==> config.mk <==
export PLATFORM = sky130hd
export DESIGN_NAME = pipeline_ctrl
export DESIGN_NICKNAME = d
export VERILOG_FILES = /design/src/rtl/cpu_types_pkg.sv /design/src/rtl/pipectrl_perf.sv /design/src/rtl/pipeline_ctrl.sv
export SDC_FILE = /design/constraint.sdc
export NUM_CORES = 1
export LEC_CHECK = 0
export ABC_AREA = 1
export CORE_UTILIZATION = 30
export CTS_BUF_LIST = sky130_fd_sc_hd__clkbuf_4 sky130_fd_sc_hd__clkbuf_8
export DETAILED_ROUTE_END_ITERATION = 16
export GPL_ROUTABILITY_DRIVEN = 1
export MAX_ROUTING_LAYER = met4
export SLEW_MARGIN = 20
export SYNTH_ARGS = -nofsm -noshare
export SYNTH_HDL_FRONTEND = slang
export SYNTH_SLANG_ARGS = --single-unit
==> constraint.sdc <==
create_clock -name CLK -period 2.85 [get_ports CLK]
set_input_delay 0.57 -clock CLK [delete_from_list [all_inputs] [get_ports CLK]]
set_output_delay 0.57 -clock CLK [all_outputs]
set_load 0.1 [all_outputs]
==> src/rtl/cpu_types_pkg.sv <==
// Shared CPU type definitions: register index type, pipeline controller
// state encoding and pipeline latch indices.
package cpu_types_pkg;

  localparam int REG_W = 5;
  typedef logic [REG_W-1:0] regbits_t;

  typedef enum logic [1:0] {
    RUN    = 2'd0,
    DSTALL = 2'd1,
    HALT   = 2'd2
  } pipectrl_state_t;

  localparam int N_LAT     = 4;
  localparam int LAT_IFID  = 0;
  localparam int LAT_IDEX  = 1;
  localparam int LAT_EXMEM = 2;
  localparam int LAT_MEMWB = 3;

endpackage

==> src/rtl/pipectrl_perf.sv <==
// Stall and flush performance counters. Both are free-running 32-bit
// counters that wrap, each advanced by a single-cycle strobe.
module pipectrl_perf (
  input  logic        CLK,
  input  logic        nRST,
  input  logic        stall_inc,
  input  logic        flush_inc,
  output logic [31:0] stall_cnt,
  output logic [31:0] flush_cnt
);

  logic [31:0] stall_cnt_q, stall_cnt_d;
  logic [31:0] flush_cnt_q, flush_cnt_d;

  // Next-count: add one when the strobe is high, wrap naturally at 2^32.
  always_comb begin
    stall_cnt_d = stall_cnt_q + {31'd0, stall_inc};
    flush_cnt_d = flush_cnt_q + {31'd0, flush_inc};
  end

  // Counter registers.
  always_ff @(posedge CLK or negedge nRST) begin
    if (!nRST) begin
      stall_cnt_q <= '0;
      flush_cnt_q <= '0;
    end else begin
      stall_cnt_q <= stall_cnt_d;
      flush_cnt_q <= flush_cnt_d;
    end
  end

  assign stall_cnt = stall_cnt_q;
  assign flush_cnt = flush_cnt_q;

endmodule

==> src/rtl/pipeline_ctrl.sv <==
// Hazard and stall controller for the five-stage pipeline.
//
// state  | meaning
// -------+-------------------------------------------------------------
// RUN    | normal operation, hazards resolved cycle by cycle
// DSTALL | data access outstanding; whole pipe frozen until dhit
// HALT   | halt retired; latches disabled, only nRST leaves
//
// All controls are combinational from state, squash_pending and inputs.
// squash_pending remembers that a redirect happened while a fetch was
// outstanding, so the instruction that eventually returns is wrong-path.
module pipeline_ctrl
  import cpu_types_pkg::*;
(
  input  logic             CLK,
  input  logic             nRST,
  input  logic             ihit,
  input  logic             dhit,
  input  logic             mem_dren,
  input  logic             mem_dwen,
  input  logic             ex_memread,
  input  regbits_t         ex_rd,
  input  regbits_t         id_rs,
  input  regbits_t         id_rt,
  input  logic             ex_br_taken,
  input  logic             id_jump,
  input  logic             wb_halt,
  output logic             pc_en,
  output logic [N_LAT-1:0] lat_en,
  output logic [N_LAT-1:0] lat_freeze,
  output logic [N_LAT-1:0] lat_flush,
  output logic             halt_o,
  output logic [31:0]      stall_cnt,
  output logic [31:0]      flush_cnt
);

  pipectrl_state_t  state_q, state_d;
  logic             squash_pending_q, squash_pending_d;

  logic             halt_hit;
  logic             dmem_stall;
  logic             load_use;
  logic             squash_hit;
  logic [N_LAT-1:0] freeze_raw;
  logic [N_LAT-1:0] flush_raw;
  logic             stall_inc;
  logic             flush_inc;

  // Hazard detection terms.
  always_comb begin
    halt_hit   = (state_q == HALT) | wb_halt;
    dmem_stall = (mem_dren | mem_dwen) & ~dhit;
    load_use   = ex_memread & (ex_rd != '0) & ((ex_rd == id_rs) | (ex_rd == id_rt));
    squash_hit = squash_pending_q & ihit;
  end

  // Prioritised control decode and next-state.
  always_comb begin
    state_d          = RUN;
    squash_pending_d = squash_pending_q;
    pc_en            = 1'b1;
    freeze_raw       = '0;
    flush_raw        = '0;
    flush_inc        = 1'b0;

    if (halt_hit) begin
      state_d = HALT;
      pc_en   = 1'b0;
    end else if (dmem_stall) begin
      // A taken branch in EX stays frozen and is acted on after release.
      state_d    = DSTALL;
      pc_en      = 1'b0;
      freeze_raw = '1;
    end else if (ex_br_taken) begin
      flush_raw[LAT_IFID] = 1'b1;
      flush_raw[LAT_IDEX] = 1'b1;
      flush_inc           = 1'b1;
      squash_pending_d    = ~ihit;
    end else if (load_use) begin
      pc_en                = 1'b0;
      freeze_raw[LAT_IFID] = 1'b1;
      flush_raw[LAT_IDEX]  = 1'b1;
    end else if (id_jump) begin
      flush_raw[LAT_IFID] = 1'b1;
      flush_inc           = 1'b1;
      squash_pending_d    = ~ihit;
    end else if (squash_hit) begin
      pc_en               = 1'b0;
      flush_raw[LAT_IFID] = 1'b1;
      squash_pending_d    = 1'b0;
    end else if (!ihit) begin
      pc_en               = 1'b0;
      flush_raw[LAT_IFID] = 1'b1;
    end
  end

  // Latch controls; a frozen latch never sees a flush.
  always_comb begin
    lat_en     = (state_q == HALT) ? '0 : '1;
    lat_freeze = freeze_raw;
    lat_flush  = flush_raw & ~freeze_raw;
    halt_o     = halt_hit;
    stall_inc  = ~pc_en & (state_q != HALT);
  end

  // State and squash-pending registers.
  always_ff @(posedge CLK or negedge nRST) begin
    if (!nRST) begin
      state_q          <= RUN;
      squash_pending_q <= 1'b0;
    end else begin
      state_q          <= state_d;
      squash_pending_q <= squash_pending_d;
    end
  end

  pipectrl_perf u_perf (
    .CLK       (CLK),
    .nRST      (nRST),
    .stall_inc (stall_inc),
    .flush_inc (flush_inc),
    .stall_cnt (stall_cnt),
    .flush_cnt (flush_cnt)
  );

endmodule
== Word level (Yosys, flattened, before mapping) ==
Index checks and enable logic that the tools add are counted.
Storage, ports and cells
  flip-flop bits (word level): 67
  input port bits: 25
Operators by class
  add/subtract/negate cells: 2
  eq/ne operators: 5
  mux-type cells: 31
  bitwise logic cells: 15
  reductions and logical operators: 3
Operators by type and width (number)
  $add A32 B1 Y32: 2
  $mux W1: 24
  $eq A5 B5 Y1: 2
  $mux W2: 4
  $mux W4: 2
  $and A1 B1 Y1: 5
  $not A1 Y1: 5
  $reduce_bool A5 Y1: 1
  $and A2 B4 Y4: 1
  $ne A2 B2 Y1 const B: 2
  $not A4 Y4: 1
  $reduce_and A4 Y1: 1
  $mux W3: 1
  $or A1 B1 Y1: 3
  $reduce_bool A3 Y1: 1
  $eq A2 B2 Y1 const B: 1

== Logic depth before layout (Yosys ltp) ==
Gate-level depths: netlist of the first run.
  word-level depth: 10
  mapped depth: 19

== Hierarchy ==
Synthesis of the first run repeated with hierarchy kept, for this count alone.
Second synthesis, totals
  cell total of the unflattened synthesis: 539
  area, all modules: 4083.9 µm²
By module, submodules not included
  pipectrl_perf: instances 1, cells each 445, area an instance 3587.2 µm², sequential area each 1601.5 µm²
  pipeline_ctrl: instances 1, cells each 94, area an instance 496.7 µm², sequential area each 75.1 µm²

== Worst setup path before layout of the first run ==
OpenSTA, ideal clock, no wires.
  kind: in2out
  start: input wb_halt
  end: output lat_freeze[2]
  arrival time: 3.129 ns
  required time: 2.280 ns
  slack: -0.849 ns
  cell stages on the path: 4
  path through: a21oi_1 > inv_1 > nor2_1 > buf_4
On the way
  cells in the longest elaborated chain, start to end: 2
Ends and longest elaborated chain
  from (decl): line pipeline_ctrl.sv:27  | input logic wb_halt,
  $or A1 B1 Y1: line pipeline_ctrl.sv:51  | halt_hit = (state_q == HALT) | wb_halt;
  via halt_o: line pipeline_ctrl.sv:32  | output logic halt_o,
  $mux W4: line pipeline_ctrl.sv:66  | if (halt_hit) begin
  to (decl): line pipeline_ctrl.sv:30  | output logic [N_LAT-1:0] lat_freeze,
The timed path passes the listed nets, and every way through them passes these cells.

== Final worst setup path of the first run ==
  start: input id_rs[3]
  end: output lat_freeze[0]
On the way
  cells in the longest elaborated chain, start to end: 7
Ends and longest elaborated chain
  from (decl): line pipeline_ctrl.sv:23  | input regbits_t id_rs,
  $eq A5 B5 Y1: line pipeline_ctrl.sv:53  | load_use = ex_memread & (ex_rd != '0) & ((ex_rd == id_rs) | (ex_rd == id_rt));
  $or A1 B1 Y1: line pipeline_ctrl.sv:53
  $and A1 B1 Y1: line pipeline_ctrl.sv:53
  $mux W1: line pipeline_ctrl.sv:79  | end else if (load_use) begin
  $mux W1: line pipeline_ctrl.sv:74  | end else if (ex_br_taken) begin
  $mux W1: line pipeline_ctrl.sv:69  | end else if (dmem_stall) begin
  $mux W4: line pipeline_ctrl.sv:66
Every way passes these cells.

==> results of run 1 <==
-- layer usage --
layer / vias to the layer above / global-route usage [%] / wire (um)
li1: 1624 / - / -
met1: 1561 / 21.4 / 4410
met2: 94 / 24.3 / 4590
met3: 13 / 4.28 / 623
met4: 0 / 6.67 / 152
met5: - / - / 0
-- kinds of logic after synthesis --
| family | count (synthesis) | synth area share [%] |
|---|---|---|
| other | 1 | 0.102 |
| and+or+nand+nor | 230 | 30.7 |
| DFF | 67 | 45.5 |
| xor gates and xnor gates | 60 | 14.3 |
| buffers and inverters | 64 | 7.23 |
| AOI/OAI and AO/OA | 6 | 0.815 |
| adders and majority gates | 4 | 1.36 |
-- stage by stage --
step	instance area, sq um	setup TNS, ns	utilization, %
floorplan	3700	0	-
global placement	4960	-8.93	41.3
detailed placement	4960	-9.78	41.3
CTS	5170	0	43.1
global route	5350	0	44.5
finish	5350	0	44.5
-- final timing paths --
kind / start / endpoint / slack (ns) / depth (start not counted)
min reg2reg: u_perf.flush_cnt[31]$_DFF_PN0_ / u_perf.flush_cnt[31]$_DFF_PN0_ / 0.48 / 1
max: id_rs[3] / lat_freeze[0] / 0.10 / 12
max reg2reg: state_q[1]$_DFF_PN0_ / u_perf.flush_cnt[22]$_DFF_PN0_ / 0.59 / 13
min: nRST / u_perf.flush_cnt[2]$_DFF_PN0_ / 0.32 / 1
min in group CLK: u_perf.flush_cnt[31]$_DFF_PN0_ / u_perf.flush_cnt[31]$_DFF_PN0_ / 0.48 / 1
max in group asynchronous: nRST / u_perf.flush_cnt[22]$_DFF_PN0_ / 1.83 / 2
-- power breakdown --
part / total [mW] / internal, mW / switching, mW / leakage [nW]
logic: 0.350 / 0.0860 / 0.264 / 1.78
registers: 1.01 / 0.977 / 0.0367 / 0.872
clock network: 0.784 / 0.430 / 0.354 / 0.107
total: 2.15 / 1.49 / 0.654 / 2.76
-- cell usage in the layout (no fill, tap or decap), types with 8 or more instances in the layout --
cell,n
sky130_fd_sc_hd__nor2_4,8
sky130_fd_sc_hd__dlymetal6s2s_1,9
sky130_fd_sc_hd__nand2_1,95
sky130_fd_sc_hd__buf_4,97
sky130_fd_sc_hd__xor2_1,39
sky130_fd_sc_hd__xnor2_1,20
sky130_fd_sc_hd__nor2_1,42
sky130_fd_sc_hd__clkdlybuf4s50_1,12
sky130_fd_sc_hd__clkbuf_8,13
sky130_fd_sc_hd__nand3_1,10
sky130_fd_sc_hd__inv_1,52
sky130_fd_sc_hd__nor3_1,17
sky130_fd_sc_hd__buf_12,9
sky130_fd_sc_hd__nand4_1,22
sky130_fd_sc_hd__dfrtp_1,67
-- flip-flops by register name (all words and copies together) (netlist names) --
register / count
squash_pending_q: 1
u_perf.flush_cnt: 32
state_q: 2
u_perf.stall_cnt: 32
-- synth_stat cells (2+ instances only) --
cell                      instances  area, sq um
sky130_fd_sc_hd__nand4_1         22          138
sky130_fd_sc_hd__nor3_1          18         90.1
sky130_fd_sc_hd__xor2_1          40          350
sky130_fd_sc_hd__nand2_1         98          368
sky130_fd_sc_hd__inv_1           56          210
sky130_fd_sc_hd__nor2_2           4         25.0
sky130_fd_sc_hd__a21oi_1          5         25.0
sky130_fd_sc_hd__nor4_2           2         25.0
sky130_fd_sc_hd__nor2_1          48          180
sky130_fd_sc_hd__ha_1             4         50.1
sky130_fd_sc_hd__nand3_1         12         60.1
sky130_fd_sc_hd__xnor2_1         20          175
sky130_fd_sc_hd__dfrtp_1         67         1680
sky130_fd_sc_hd__or2_2            2         12.5
sky130_fd_sc_hd__nor2_4           4         45.0
sky130_fd_sc_hd__nand3_2          5         50.1
sky130_fd_sc_hd__nor3_2           6         60.1
sky130_fd_sc_hd__nand2_2          3         18.8
sky130_fd_sc_hd__buf_4            7         52.6
-- final cells by class --
type | count | area, sq um | area share (%)
Clock inverter | 1 | 5.00 | 0.0936
Multi-Input combinational cell | 302 | 1900 | 35.6
Clock buffer | 15 | 194 | 3.63
Timing Repair Buffer | 131 | 1170 | 22.0
Inverter | 56 | 210 | 3.93
Sequential cell | 67 | 1680 | 31.4
Tap cell | 147 | 184 | 3.44
-- timing repair --
item | in CTS | in global routing
resized for setup | 4 | 41
buffers inserted | 0 | 3
pin swaps | 0 | 14
endpoints found under the setup margin | 5 | 37
endpoints found under the hold margin | 0 | 0
hold buffers | 0 | 0
-- critical path: stages --
cell and delay (ns):
sky130_fd_sc_hd__clkdlybuf4s50_1 0.48, sky130_fd_sc_hd__inv_1 0.04, sky130_fd_sc_hd__nand2_1 0.05, sky130_fd_sc_hd__nand2_1 0.04, sky130_fd_sc_hd__nor2_1 0.10, sky130_fd_sc_hd__nand3_1 0.08, sky130_fd_sc_hd__nand2_1 0.09, sky130_fd_sc_hd__nand3_2 0.07
sky130_fd_sc_hd__buf_4 0.14, sky130_fd_sc_hd__buf_4 0.15, sky130_fd_sc_hd__a21oi_4 0.17, sky130_fd_sc_hd__buf_12 0.19
==> reports/results.txt, run 1 <==
The run gives 3,249 as the via count of the first global-routing pass. On the final layout, the worst clock skew is 0.00711 ns. The headroom to the max-slew limit was 45.5%. The die area is 0.0127 sq mm, and the die height is 113 um. Max-slew violation count: 0.

At the end of the flow, the number of nets in the layout was 596. Setup repair after global routing left no endpoint under its margin. Counting the fill cells in the layout gives 1,232.

Portion of the clock cycle consumed by the worst path in the final layout: 96.5%. The count of endpoints failing hold in the final timing report is 0. STA classifies the critical path endpoint as a primary output. The pin slew with the least headroom to its limit works out to 0.817 ns.

Setup violations remaining at the end of the flow were counted as 0. The routed layout has 3,292 vias. For the area of the mapped netlist, the log shows 0.00368 sq mm. In the synthesized netlist the dominant register cell turns out to be sky130_fd_sc_hd__dfrtp_1. The run gives 700 as the total instance count after detailed placement. The yosys synthesis warning count came out at 0. The synthesized netlist cell count is 432, and the count of flip-flops with a built-in enable after synthesis is 0.

The first-pass iteration count of the detailed router is 4, and the time the final worst path needs with I/O delays and setup is 2.75 ns. Final hold analysis gives a worst-case slack of 0.315 ns. The global-route wire length before repair is 15.8 mm.

The share of post-route cells with drive strength above 1 is 31.1%, and the worst-case setup slack after placement is -0.430 ns. During placement, the flow inserted port buffers numbering 100. Detail-routed net length per standard cell: 13.6 um. The post-synthesis cell type count is 28, and the layout overhead on the synthesized area is 45.1%. For the clock tree buffer depth, the log shows 2. The arrival time of data at the critical path endpoint came out at 2.18 ns. The cell row count was 40; the synthesized area per cell was 8.53 sq um. The run finished with clean final reports. Power spread over the standard cell area amounts to 402 mW/mm^2. The run gives 0.860 as the placer's final routability congestion estimate. Counting flops with an async set or reset pin after synthesis yields a share of 100%.

The H-tree level count was 3; the overall track demand over capacity in global routing was 16.4%. Clock-pin slew was measured on the worst setup and hold paths at 0.07 ns. The achievable clock frequency is 0.364 GHz, and the worst supply voltage drop on vdd is 246 uV. Entering global routing, the biggest net connects 33 pins.

After legalization and detailed placement, the total HPWL measured 7.45 mm. The critical path in this run is classified as in -> out. The tree is rooted in a sky130_fd_sc_hd__clkbuf_8. Summing internal, switching and leakage power gives 2.15 mW.

The logs give 0 for the count of unresolved DRC violations after routing and 99 for the number of DRC markers after the initial detailed-route iteration. The core box area was 0.0120 sq mm; the count of inserted antenna diode cells was 0. The tools report the initial antenna violation count as 0. The count of nets left with antenna violations once routing finished came out at 0.

The flip-flop and latch count after synthesis was 67. The tools report the kind of launch point of the worst setup path as an input pin. The remaining global-route overflow is 0, and the minimum setup slack in the final design is 0.101 ns. The type of the tightest min-delay check is in -> async. The tools report the reported max-cap violation count as 0.

The share of the Yosys chip area taken by registers is 45.5%. Clock latency on the worst-skew pair, taken at its later pin, is 0.34 ns. The via density per instance is 4.58, and the total clock buffers created by CTS is 9. The tools report the count of clock tree sinks as 67.

The die span in x was 113 um; the data required time at the worst endpoint was 2.28 ns. For the static leakage, the log shows 2.76 nW. Once the floorplan was initialized, standard cells occupied 30.7% of the core. The routed design has 9.77 mm of wire. TritonCTS built the clock tree. The finished layout holds 719 standard cells, fillers aside.

The maximum fanout along the worst path is 4. Pin placement for this block handled 103 I/O pins.
Power figures use the tool's default switching activity.
==> inputs of run 2 (changes only) <==
- PLACE_DENSITY: not set -> 0.61
==> reports/results.txt, run 2 (synthesis gave the netlist of run 1 again) <==
Buffers placed on the I/O ports in this run total 100. The net count of the finished layout is 596. The most common cell after layout, fill and taps aside was sky130_fd_sc_hd__buf_4. The placed cell area is 0.00497 sq mm. STA classifies the critical path startpoint as an input pin. The final reports fail on DRC. The congestion estimate from routability-driven global placement came to 0.836. The core region is 0.0120 sq mm. The count of unresolved DRC violations after routing was 1. TritonCTS built the clock tree. The tools report the starting utilization of the core area as 30.7%.

Counting along the longest clock path gives a buffer depth of 2. Die span in x: 113 um. Pin slew with the least headroom to its limit: 0.730 ns.

For the remaining global-route overflow, the log shows 0. Clock tree synthesis found a total of 67 sinks. 0 antenna diodes ended up in the layout.

Summing all non-filler instances in the final layout gives an area of 0.00530 sq mm. In the routed layout, each cell is associated on average with a via count of 4.58. After the flow finishes, the layout carries non-filler instances totaling 719.

The overall track demand over capacity in global routing is 16.1%, and the share of post-route cells with drive strength above 1 is 30.1%. In the layout the commonest cells are 98 x sky130_fd_sc_hd__buf_4, 96 x sky130_fd_sc_hd__nand2_1, 67 x sky130_fd_sc_hd__dfrtp_1. Cells fill 44.1% of the core in the end. The number of placed instances, taps included, is 702.

STA puts the critical path data required time at 2.28 ns. 103 I/O pins were placed. The total via count in the routed design was 3,294.

The run gives 0 as the max-slew violation count. Power per cell area: 418 mW/mm^2. The first TritonRoute pass finished after 10 iterations. The flow ran to the end, but the final reports show violations. The die height was 113 um; the achievable clock frequency was 0.362 GHz. The worst hold path belongs to the class in -> async.

Across the VDD grid, the largest voltage drop is 260 uV. Entering global routing, the biggest net connects 39 pins. The master cell of the clock root buffer was sky130_fd_sc_hd__clkbuf_8.

The initial antenna violation count is 0. The H-tree was split into 3 levels. For the placed wire-length estimate after detailed placement, the log shows 7.45 mm. The worst setup path is of the in -> out kind. The time the final worst path needs with I/O delays and setup is 2.76 ns, and the global-route wire length before repair is 15.5 mm.

The startpoint identified for the worst register-to-register timing path is state_q[1]$_DFF_PN0_. For the count of endpoints failing hold in the final timing report, the log shows 0. For the worst-skew pair, the clock arrives at the later sink with an insertion delay of 0.35 ns.

For the static leakage, the log shows 2.73 nW. Along the worst path, the maximum fanout reaches 4. The number of DRC markers after the initial detailed-route iteration was 147; the reported max-cap violation count was 0.

After filler insertion, the fill cell instance count of the layout stands at 1,206. The tools report the kind of end point of the critical path as a primary output. The CTS clock-pin slew for the worst setup and hold paths is 0.08 ns.

The die covers 0.0127 sq mm. The number of hold buffers added after CTS is 0, and the arrival time of data at the critical path endpoint is 2.19 ns. The layout overhead on the synthesized area came out at 43.9%.

Setup violations remaining at the end of the flow were counted as 0. Summed over all layers, the routed wires come to 9.65 mm. The total clock buffers created by CTS was 9. The portion of the clock cycle consumed by the worst path in the final layout was 96.9%. Once detail routing completed, the nets flagged for antenna violations numbered 0. For the headroom to the max-slew limit, the log shows 51.4%. The start point of the critical path was id_rs[0].

The clock arrives with 0.00626 ns of skew. For the via count of the first global-routing pass, the log shows 3,242. The run gives 40 as the cell row count. After detailed routing, the average wire length per cell comes to 13.4 um.
run 2: cell types whose count changed in the layout (fill, tap and decap cells not counted), moves of 3 or more:
cell                              previous run  this run
sky130_fd_sc_hd__dlymetal6s2s_1              9         4
sky130_fd_sc_hd__inv_1                      52        55
sky130_fd_sc_hd__nor2_4                      8         5
sky130_fd_sc_hd__clkdlybuf4s50_1            12        18
sky130_fd_sc_hd__inv_2                       4         1
run 2: layout make-up:
| class | count | area [sq um] | share of cell area (%) |
|---|---|---|---|
| multi-input combinational | 302 | 1860 | 35.0 |
| inverter | 56 | 210 | 3.97 |
| clock inverter | 4 | 47.5 | 0.897 |
| timing repair buffer | 131 | 1160 | 21.9 |
| clock buffer | 12 | 165 | 3.12 |
| sequential | 67 | 1680 | 31.6 |
| tap | 147 | 184 | 3.47 |
run 2: what timing repair did:
item	CTS	global route
setup endpoints to repair	3	34
gates resized for setup	2	25
buffers inserted	0	1
pin swaps	0	5
run 2: worst max-delay path: stages:
cell and delay (ns):
sky130_fd_sc_hd__clkdlybuf4s50_1 0.50, sky130_fd_sc_hd__inv_1 0.05, sky130_fd_sc_hd__nand2_1 0.06, sky130_fd_sc_hd__nand2_1 0.05
sky130_fd_sc_hd__nor2_1 0.09, sky130_fd_sc_hd__nand3_1 0.09, sky130_fd_sc_hd__nand2_2 0.09, sky130_fd_sc_hd__nand3_2 0.07
sky130_fd_sc_hd__buf_4 0.15, sky130_fd_sc_hd__buf_4 0.15, sky130_fd_sc_hd__a21oi_4 0.14, sky130_fd_sc_hd__buf_12 0.19
run 2: path summary, 6_finish.rpt:
path | end | slack [ns] | cells after the start
min in group CLK | u_perf.flush_cnt[31]$_DFF_PN0_ | 0.47 | 1
min reg2reg | u_perf.flush_cnt[31]$_DFF_PN0_ | 0.47 | 1
max | lat_freeze[0] | 0.09 | 12
max in group asynchronous | u_perf.flush_cnt[9]$_DFF_PN0_ | 1.93 | 2
min | u_perf.flush_cnt[3]$_DFF_PN0_ | 0.27 | 1
max reg2reg | u_perf.flush_cnt[22]$_DFF_PN0_ | 0.60 | 13
run 2: metal layers:
| metal | GRT usage, % | part of all wire (%) | vias to the layer above |
|---|---|---|---|
| met4 | 6.67 | 1.6 | 0 |
| met1 | 20.5 | 46 | 1570 |
| li1 | - | - | 1631 |
| met3 | 4.28 | 5.6 | 10 |
| met2 | 24.4 | 47 | 83 |
| met5 | - | 0 | - |
run 2: metrics by stage:
stage	setup TNS, ns	hold slack (ns)	power (mW)	worst slack (ns)
3_3_place_gp	-7.03	0.460	1.36	-0.325
2_1_floorplan	0	0.274	1.24	0.0371
4_1_cts	0	0.280	2.23	0.0293
6_report	0	0.269	2.21	0.0872
5_1_grt	-0.00635	0.303	2.32	-0.00321
3_5_place_dp	-9.44	0.460	1.37	-0.393
run 2: power breakdown:
part / leakage, nW / internal, mW / switching [mW]
Combinational: 1.75 / 0.0859 / 0.263
Sequential: 0.872 / 0.976 / 0.0343
Clock: 0.108 / 0.473 / 0.382
Total: 2.73 / 1.54 / 0.679
==> inputs of run 3 (changes only) <==
- CORE_UTILIZATION: 30 -> 45
- CTS_CLUSTER_DIAMETER: not set -> 50
- PLACE_DENSITY: 0.61 -> 0.83
- SKIP_CTS_REPAIR_TIMING: not set -> 1
==> reports/results.txt, run 3 (synthesis gave the netlist of run 1 again) <==
At the worst endpoint, the required time is 3.11 ns. The count of cell instances traversed by the critical path is 20. Arrival time of data at the critical path endpoint: 2.97 ns. In the layout the commonest cells are 96 x sky130_fd_sc_hd__nand2_1, 95 x sky130_fd_sc_hd__buf_4, 67 x sky130_fd_sc_hd__dfrtp_1.

The share of post-route cells with drive strength above 1 was 30.2%; the worst reg-to-reg path cell count was 14. After layout, the worst path uses 95.1% of the clock period. Setup repair after global routing could not meet its margin everywhere.

The CTS clock-pin slew for the worst setup and hold paths was 0.08 ns; the power per cell area was 429 mW/mm^2. CTS placed an instance of sky130_fd_sc_hd__clkbuf_8 at the clock tree root. The signal on the critical path passes through clkdlybuf4s50_1 > inv_1 > nand2_1 > nand2_1 > nor2_1 > nand3_1 > nand2_2 > nand3_2 > buf_4 > nand2_1 > inv_2 > ha_4 > ha_4 > nand2_1 > nor2_4 > nand4_4 > nor2_4 > nand2_2 > nor2_2 > xor2_1. The wire-length estimate of the detail-placed layout is 7.13 mm. The tightest min-delay check is of the in -> async type. The post-route clock skew is 0.0168 ns.

0 antenna diodes ended up in the layout. For the initial antenna violation count, the log shows 0. In this run, placement finished with an instance count of 653.

The tree built by TritonCTS fans out to 67 sinks. The kind of end point of the critical path is a flop. The count of endpoints failing hold in the final timing report came out at 0. Of all nets on the critical path, the largest fanout is 5. Kind of launch point of the worst setup path: an input pin.

The logs give 2.27 mW for the post-route total power and 2.76 nW for the static leakage. The run gives 0 as the remaining global-route overflow. Via density per instance: 5.03. Counting along the longest clock path gives a buffer depth of 2. At the later pin of the worst-skew pair, clock insertion delay measures 0.34 ns. The flow ran to the end, and the final reports show no timing, DRC or antenna violations. The die covers 0.00855 sq mm.

The tools report the achievable clock frequency as 0.369 GHz. TritonCTS built the clock tree. The clock period could shrink to 2.71 ns.

In this run, CTS created clock tree buffers numbering 9. The type of the setup path with the least slack is in -> reg. In this design, the critical path's most frequently occurring cell is sky130_fd_sc_hd__nand2_1.

Dividing the detail-routed wire length by the instance count gives 14.1 um. In this design, the stage delay of the slowest critical-path cell is 0.45 ns. The via count of the first global-routing pass was 3,285; the total via count in the routed design was 3,374.

After floorplanning, the core was divided into 32 placement rows. The worst supply voltage drop on vdd came out at 318 uV. The count of unresolved DRC violations after routing was 0.

The count of input and output buffers is 100. The die height is 92.5 um, and the die span in x is 92.5 um. The critical path's slowest cell is sky130_fd_sc_hd__clkdlybuf4s50_1.

Once detail routing completed, the nets flagged for antenna violations numbered 0. The layout overhead on the synthesized area was 43.5%. I/O pin count: 103. The first-pass iteration count of the detailed router was 5. On the critical path the largest part of the delay comes from simple AND/OR/NAND/NOR gates. The count of buffer and inverter cells on the critical path came out at 4. The core box area came out at 0.00781 sq mm. The first global-routing pass estimated 15.3 mm of wire.

Global routing used 23.4% of the available tracks. Setup violations remaining at the end of the flow were counted as 0. At the end of routability-driven placement, the weighted congestion stood at 0.938. The run gives 147 as the number of DRC markers after the initial detailed-route iteration.

The library cell used most frequently in the layout, excluding fill and tap cells, is sky130_fd_sc_hd__nand2_1. Entering global routing, the biggest net connects 68 pins. At the end of the flow, the number of nets in the layout was 593. The H-tree generated during clock tree synthesis spans 3 levels. Max-cap violations in this run came to 0. For this run, the number of standard cells in the final layout without fillers is 671. The routed design has 9.47 mm of wire. The max-slew violation count is 0.

For this configuration, the core starts out at a cell density of 47.2%.
-- run 3: final cells by class --
class	instances	area, sq um
timing repair buffer	128	1150
sequential	67	1680
clock buffer	12	159
multi-input combinational	302	1890
fill	627	2520
tap	102	128
clock inverter	4	72.6
inverter	56	210
-- run 3: report_power, final --
part	internal, mW	switching [mW]
Clock	0.549	0.358
Combinational	0.0856	0.263
Sequential	0.977	0.0376
-- run 3: metal layers --
metal  part of all wire, %  GRT usage (%)
met1                    43           29.0
met5                     0              -
met4                   1.6           9.38
met2                    50           37.5
met3                   5.9           4.52
-- run 3: worst paths after layout --
kind,start,to,slack (ns)
setup / recovery,id_rs[0],u_perf.flush_cnt[24]$_DFF_PN0_,0.14
hold / removal,nRST,u_perf.flush_cnt[5]$_DFF_PN0_,0.23
setup reg to reg,state_q[1]$_DFF_PN0_,u_perf.flush_cnt[24]$_DFF_PN0_,0.59
hold reg to reg,u_perf.flush_cnt[31]$_DFF_PN0_,u_perf.flush_cnt[31]$_DFF_PN0_,0.47
max in group asynchronous,nRST,u_perf.flush_cnt[10]$_DFF_PN0_,2.32
min in group CLK,u_perf.flush_cnt[31]$_DFF_PN0_,u_perf.flush_cnt[31]$_DFF_PN0_,0.47
-- run 3: stage by stage --
stage,setup WS (ns),cell area [sq um],setup TNS [ns],hold WS (ns),utilization (%)
3_3_place_gp,-0.330,4890,-7.98,0.459,62.6
6_report,0.140,5290,0,0.230,67.7
4_1_cts,-0.0197,5120,-0.0482,0.248,65.6
2_1_floorplan,0.0371,3700,0,0.274,-
5_1_grt,-0.0380,5290,-0.0452,0.262,67.7
3_5_place_dp,-0.367,4890,-10.68,0.461,62.6
